<file path="src/rtl/dmem_arbiter_if.sv">
// dmem_arbiter_if: bundle of requester and memory-side signals for dmem_arbiter.
//   req0/req1, we0/we1, addr0/addr1, wdata0/wdata1 : requester access fields
//   ack0/ack1, err, rdata, busy                    : completion and status back to requesters
//   mem_addr, mem_wdata, mem_we, mem_re            : arbiter to single-port memory
//   mem_rdata                                      : memory read data (combinational from mem_addr)
// Modports: slave = arbiter side, master = requesters + memory side.
interface dmem_arbiter_if #(
  parameter int unsigned ADDR_W = 32,
  parameter int unsigned DATA_W = 32
);
  logic              req0;
  logic              req1;
  logic              we0;
  logic              we1;
  logic [ADDR_W-1:0] addr0;
  logic [ADDR_W-1:0] addr1;
  logic [DATA_W-1:0] wdata0;
  logic [DATA_W-1:0] wdata1;
  logic              ack0;
  logic              ack1;
  logic              err;
  logic [DATA_W-1:0] rdata;
  logic              busy;
  logic [ADDR_W-1:0] mem_addr;
  logic [DATA_W-1:0] mem_wdata;
  logic              mem_we;
  logic              mem_re;
  logic [DATA_W-1:0] mem_rdata;

  modport slave (
    input  req0, req1, we0, we1, addr0, addr1, wdata0, wdata1, mem_rdata,
    output ack0, ack1, err, rdata, busy, mem_addr, mem_wdata, mem_we, mem_re
  );

  modport master (
    output req0, req1, we0, we1, addr0, addr1, wdata0, wdata1, mem_rdata,
    input  ack0, ack1, err, rdata, busy, mem_addr, mem_wdata, mem_we, mem_re
  );
endinterface

</file>
<file path="src/rtl/dmem_arbiter.sv">
// dmem_arbiter: shares a single-port word-addressed data memory between port 0 (CPU)
// and port 1 (DMA/loader). Accesses are serialised through IDLE -> ACCESS -> RESP,
// with WAIT_CYC extra ACCESS cycles. Addresses >= DEPTH complete with err and never
// touch the memory.
// Ports:
//   i_clk   : clock, rising edge
//   i_rst_n : asynchronous active-low reset
//   bus     : dmem_arbiter_if.slave (requester handshakes, status, memory interface)
// Configuration macro DMEM_ARB_RR_EN: defined = round-robin tie-break (port not granted
// last wins); undefined = fixed priority, port 0 always wins a tie.
module dmem_arbiter #(
  parameter int unsigned ADDR_W   = 32,
  parameter int unsigned DATA_W   = 32,
  parameter int unsigned DEPTH    = 128,
  parameter int unsigned WAIT_CYC = 0
) (
  input logic           i_clk,
  input logic           i_rst_n,
  dmem_arbiter_if.slave bus
);

  localparam logic [1:0] StIdle   = 2'd0;
  localparam logic [1:0] StAccess = 2'd1;
  localparam logic [1:0] StResp   = 2'd2;

  localparam logic [3:0]        WaitLast  = 4'(WAIT_CYC);
  localparam logic [ADDR_W-1:0] AddrLimit = ADDR_W'(DEPTH);

  logic [1:0]        state_q, state_d;
  logic [3:0]        wait_q, wait_d;
  logic              port_q, port_d;
  logic              we_q, we_d;
  logic              err_q, err_d;
  logic [ADDR_W-1:0] addr_q, addr_d;
  logic [DATA_W-1:0] wdata_q, wdata_d;
  logic [DATA_W-1:0] rdata_q, rdata_d;

  logic              any_req;
  logic              grant1;
  logic [ADDR_W-1:0] sel_addr;
  logic              last_cycle;
  logic              in_access;
  logic              in_resp;

  assign any_req = bus.req0 | bus.req1;

`ifdef DMEM_ARB_RR_EN
  // last_q = port granted most recently; resets to 1 so port 0 wins the first tie.
  logic last_q, last_d;

  assign grant1 = bus.req1 & (~bus.req0 | ~last_q);

  always_comb begin
    last_d = last_q;
    if (state_q == StIdle && any_req) begin
      last_d = grant1;
    end
  end

  always_ff @(posedge i_clk or negedge i_rst_n) begin
    if (!i_rst_n) begin
      last_q <= 1'b1;
    end else begin
      last_q <= last_d;
    end
  end
`else
  assign grant1 = bus.req1 & ~bus.req0;
`endif

  assign sel_addr   = grant1 ? bus.addr1 : bus.addr0;
  assign last_cycle = (wait_q == WaitLast);

  always_comb begin
    state_d = state_q;
    wait_d  = wait_q;
    port_d  = port_q;
    we_d    = we_q;
    err_d   = err_q;
    addr_d  = addr_q;
    wdata_d = wdata_q;
    rdata_d = rdata_q;
    unique case (state_q)
      StIdle: begin
        if (any_req) begin
          port_d  = grant1;
          we_d    = grant1 ? bus.we1 : bus.we0;
          addr_d  = sel_addr;
          wdata_d = grant1 ? bus.wdata1 : bus.wdata0;
          err_d   = (sel_addr >= AddrLimit);
          wait_d  = 4'd0;
          state_d = StAccess;
        end
      end
      StAccess: begin
        if (last_cycle) begin
          // Writes and out-of-range accesses return zero data.
          rdata_d = (~we_q & ~err_q) ? bus.mem_rdata : '0;
          state_d = StResp;
        end else begin
          wait_d = wait_q + 4'd1;
        end
      end
      StResp: begin
        state_d = StIdle;
      end
      default: begin
        state_d = StIdle;
      end
    endcase
  end

  always_ff @(posedge i_clk or negedge i_rst_n) begin
    if (!i_rst_n) begin
      state_q <= StIdle;
      wait_q  <= 4'd0;
      port_q  <= 1'b0;
      we_q    <= 1'b0;
      err_q   <= 1'b0;
      addr_q  <= '0;
      wdata_q <= '0;
      rdata_q <= '0;
    end else begin
      state_q <= state_d;
      wait_q  <= wait_d;
      port_q  <= port_d;
      we_q    <= we_d;
      err_q   <= err_d;
      addr_q  <= addr_d;
      wdata_q <= wdata_d;
      rdata_q <= rdata_d;
    end
  end

  assign in_access = (state_q == StAccess);
  assign in_resp   = (state_q == StResp);

  // All outputs decode from state so reset forces them low without waiting for a clock.
  assign bus.busy      = (state_q != StIdle);
  assign bus.ack0      = in_resp & ~port_q;
  assign bus.ack1      = in_resp & port_q;
  assign bus.err       = in_resp & err_q;
  assign bus.rdata     = in_resp ? rdata_q : '0;
  assign bus.mem_addr  = in_access ? addr_q : '0;
  assign bus.mem_wdata = in_access ? wdata_q : '0;
  assign bus.mem_re    = in_access & ~we_q & ~err_q;
  // Single write pulse on the last ACCESS cycle so the memory sees exactly one write edge.
  assign bus.mem_we    = in_access & we_q & ~err_q & last_cycle;

endmodule

</file>
<file path="src/flat_wrapper.sv">
// flat-port wrapper written by rule: the top's interface ports become plain ports
module dmem_arbiter_flat 
#(
  parameter int unsigned ADDR_W   = 32,
  parameter int unsigned DATA_W   = 32,
  parameter int unsigned DEPTH    = 128,
  parameter int unsigned WAIT_CYC = 0
)
  (i_clk, i_rst_n, bus_req0, bus_req1, bus_we0, bus_we1, bus_addr0, bus_addr1, bus_wdata0, bus_wdata1, bus_mem_rdata, bus_ack0, bus_ack1, bus_err, bus_rdata, bus_busy, bus_mem_addr, bus_mem_wdata, bus_mem_we, bus_mem_re);
  dmem_arbiter_if #(.ADDR_W(ADDR_W), .DATA_W(DATA_W)) bus_i ();
  input logic i_clk;
  input logic i_rst_n;
  input wire logic [$bits(bus_i.req0)-1:0] bus_req0;
  input wire logic [$bits(bus_i.req1)-1:0] bus_req1;
  input wire logic [$bits(bus_i.we0)-1:0] bus_we0;
  input wire logic [$bits(bus_i.we1)-1:0] bus_we1;
  input wire logic [$bits(bus_i.addr0)-1:0] bus_addr0;
  input wire logic [$bits(bus_i.addr1)-1:0] bus_addr1;
  input wire logic [$bits(bus_i.wdata0)-1:0] bus_wdata0;
  input wire logic [$bits(bus_i.wdata1)-1:0] bus_wdata1;
  input wire logic [$bits(bus_i.mem_rdata)-1:0] bus_mem_rdata;
  output wire logic [$bits(bus_i.ack0)-1:0] bus_ack0;
  output wire logic [$bits(bus_i.ack1)-1:0] bus_ack1;
  output wire logic [$bits(bus_i.err)-1:0] bus_err;
  output wire logic [$bits(bus_i.rdata)-1:0] bus_rdata;
  output wire logic [$bits(bus_i.busy)-1:0] bus_busy;
  output wire logic [$bits(bus_i.mem_addr)-1:0] bus_mem_addr;
  output wire logic [$bits(bus_i.mem_wdata)-1:0] bus_mem_wdata;
  output wire logic [$bits(bus_i.mem_we)-1:0] bus_mem_we;
  output wire logic [$bits(bus_i.mem_re)-1:0] bus_mem_re;
  assign bus_i.req0 = bus_req0;
  assign bus_i.req1 = bus_req1;
  assign bus_i.we0 = bus_we0;
  assign bus_i.we1 = bus_we1;
  assign bus_i.addr0 = bus_addr0;
  assign bus_i.addr1 = bus_addr1;
  assign bus_i.wdata0 = bus_wdata0;
  assign bus_i.wdata1 = bus_wdata1;
  assign bus_i.mem_rdata = bus_mem_rdata;
  assign bus_ack0 = bus_i.ack0;
  assign bus_ack1 = bus_i.ack1;
  assign bus_err = bus_i.err;
  assign bus_rdata = bus_i.rdata;
  assign bus_busy = bus_i.busy;
  assign bus_mem_addr = bus_i.mem_addr;
  assign bus_mem_wdata = bus_i.mem_wdata;
  assign bus_mem_we = bus_i.mem_we;
  assign bus_mem_re = bus_i.mem_re;
  dmem_arbiter #(.ADDR_W(ADDR_W), .DATA_W(DATA_W), .DEPTH(DEPTH), .WAIT_CYC(WAIT_CYC)) u_core (.i_clk(i_clk), .i_rst_n(i_rst_n), .bus(bus_i));
endmodule
</file>
<file path="config.mk">
export PLATFORM = sky130hd
export DESIGN_NAME = dmem_arbiter_flat
export DESIGN_NICKNAME = d
export VERILOG_FILES = /design/src/rtl/dmem_arbiter_if.sv /design/src/rtl/dmem_arbiter.sv /design/src/flat_wrapper.sv
export SDC_FILE = /design/constraint.sdc
export NUM_CORES = 1
export LEC_CHECK = 0
export BUFFER_PORTS_ARGS = -buffer_cell sky130_fd_sc_hd__buf_4
export CORE_MARGIN = 1.5
export CORE_UTILIZATION = 49
export DETAILED_ROUTE_END_ITERATION = 10
export PLACE_DENSITY = 0.82
export SYNTH_ARGS = -nofsm -noshare
export SYNTH_HDL_FRONTEND = slang
export SYNTH_SLANG_ARGS = --single-unit
</file>
<file path="constraint.sdc">
create_clock -name i_clk -period 3.1 [get_ports i_clk]
set_input_delay 0.155 -clock i_clk [delete_from_list [all_inputs] [get_ports i_clk]]
set_output_delay 0.155 -clock i_clk [all_outputs]
set_load 0.01 [all_outputs]
</file>
==> reports/qor.yml <==
ir_drop_uv: 463
slew-limit-headroom: 0.552
fp.coreArea_mm2: 0.0104
ys.warnings.count: 0
leakagePower_nw: 3.80
cp_max_fo: 35
stdcell_area_mm2: 0.00768
final_nets: 1022
final_util: 0.741
fp.dieArea_mm2: 0.0114
cts_resized: 0
postSynthAreaPerCell_um2: 8.84
holdWs_ps: 8.19
cp-end-kind: "output port"
first_pass_iters: 5
final_common_cell: "buf_4"
placementRows: 37
ioPinCount: 268
track_usage: 0.289
placed_cell_area_mm2: 0.00730
clock_sinks: 105
path_class: "register to output port"
ys_seq_elements: 105
grt_pass1_vias: 5188
clkLatencyLatePin_ps: 370
slowest_stage: "and2b_2"
ant_nets: 0
final_layout_size_suffix_gt1_frac: 0.350
instances_no_fill: 995
setup.worst_path.start_class: "register"
slew_violations: 0
netlist_area_mm2: 0.00527
port-buffer-count: 267
ys_types: 31
ys_seq_area_frac: 0.499
power_density_mw_per_mm2: 784
p_total_mw: 6.03
critical_path_arrival_ps: 2200
post_drt_wl_per_cell_um: 16.4
numCtsBuffers: 9
h-tree-depth: 3
cp.required_ps: 2940
fmax_mhz: 425
synth-edff-count: 0
rsz0062_at_grt: "false"
layout_common_cells: "buf_4, nand2_1, dfrtp_1"
drcViolationCount: 0
path_cells: "and2b_2 > nand2_4 > nor3b_1 > buf_4"
drtIter0Drc: 380
hold_viol_final: 0
synthArstFlopShare: 1.00
tritoncts: "built"
hold_path.class: "input pin to register"
dpl.hpwl_um: 11900
clk_pin_slew_ps: 100
vias_per_cell: 5.33
dp_slack_ps: 1040
antenna_found_initial: 0
post_cts_buffers: 0
dp.cells: 964
globalplace.congestion: 0.889
gr-total-overflow: 0
grt_max_degree: 96
wl_um: 16300
die_h_um: 107
cts_root_buf: "clkbuf_8"
syn_to_final_growth_pct: 45.8
finalSetupViolCount: 0
outcome: "complete, no violations"
synth_fp_nets: 764
postSynthCellCount: 596
initial_core_util: 0.508
setup_ws_ps: 750
max_stage_delay_ps: 530
die_x_um: 107
fin_crit_sh: 0.758
grt_pass1_wl_um: 25700
synth_top_flop_cell: "dfrtp_1"
vias: 5307
fin_crit_ps: 2350
clock_tree.buffer_depth: 2
tns_ps: 0
worst_pin_slew_ps: 672
antenna_cells: 0
maxCapViolCount: 0
fin_skew_ps: 10.2
sequential cells by signal, indices dropped and copies added, names as in the netlist:
name            flops
u_core.wdata_q     32
u_core.port_q       1
u_core.we_q         1
u_core.err_q        1
u_core.state_q      2
u_core.wait_q       4
u_core.rdata_q     32
u_core.addr_q      32
layout make-up:
type	count	area, um2
Clock inverter	6	91.3
Multi-Input combinational cell	441	2400
Tap cell	136	170
Clock buffer	10	138
Fill cell	754	2690
Timing Repair Buffer	292	2240
Sequential cell	105	2630
Inverter	5	18.8
repair_timing:
action                     CTS  global route
hold endpoints to repair    60             3
setup endpoints to repair    0             0
hold buffers                12             3
metal layers:
layer / global-route usage / wire (um) / share of wire / vias up
met1: 0.351 / 6240 / 0.38 / 2474
met4: 0.0971 / 344 / 0.021 / 0
met2: 0.505 / 8190 / 0.50 / 286
met3: 0.0699 / 1510 / 0.093 / 25
li1: - / - / - / 2522
met5: 0 / 0 / 0 / -
final timing paths:
path,from,endpoint,slack [ps],cells after the start
worst max-delay path,u_core.state_q[1],bus_mem_we,750,4
worst min-delay path,bus_mem_rdata[9],u_core.rdata_q[9],8,2
worst max register to register,u_core.state_q[1],u_core.rdata_q[11],990,5
worst min register to register,u_core.rdata_q[2],u_core.rdata_q[2],510,1
max in group asynchronous,i_rst_n,u_core.addr_q[27],1900,3
min in group asynchronous,i_rst_n,u_core.addr_q[23],350,2
power by group:
part | switching (mW) | internal (mW) | total, mW
clock | 0.477 | 0.478 | 0.955
combinational | 1.55 | 1.42 | 2.97
sequential | 0.264 | 1.83 | 2.10
total | 2.29 | 3.74 | 6.03
Yosys cell counts, drive strengths merged (3+ instances only):
cell,number,area [um2]
a21oi,4,20.0
a22o,33,289
a31oi,66,413
and2,98,613
buf,31,185
clkbuf,14,52.6
dfrtp,105,2630
inv,5,18.8
nand2,133,507
nand4,3,18.8
nor2,70,265
nor3,3,26.3
nor4,10,62.6
or4,4,30.0
cell families after synthesis:
| family | count (synthesis) | share of synthesized area |
|---|---|---|
| buf+inv | 50 | 0.0487 |
| xor+xnor | 1 | 0.00166 |
| flops | 105 | 0.499 |
| compound gates | 108 | 0.143 |
| simple gates | 330 | 0.303 |
| fa+ha+maj | 2 | 0.00475 |
worst max-delay path, delay by kind of cell (launching register included):
kind,cells,cell delay [ps]
AND/OR/NAND/NOR,3,1230
flip-flops,1,420
buffers and inverters,1,180
Power figures use the tool's default switching activity.
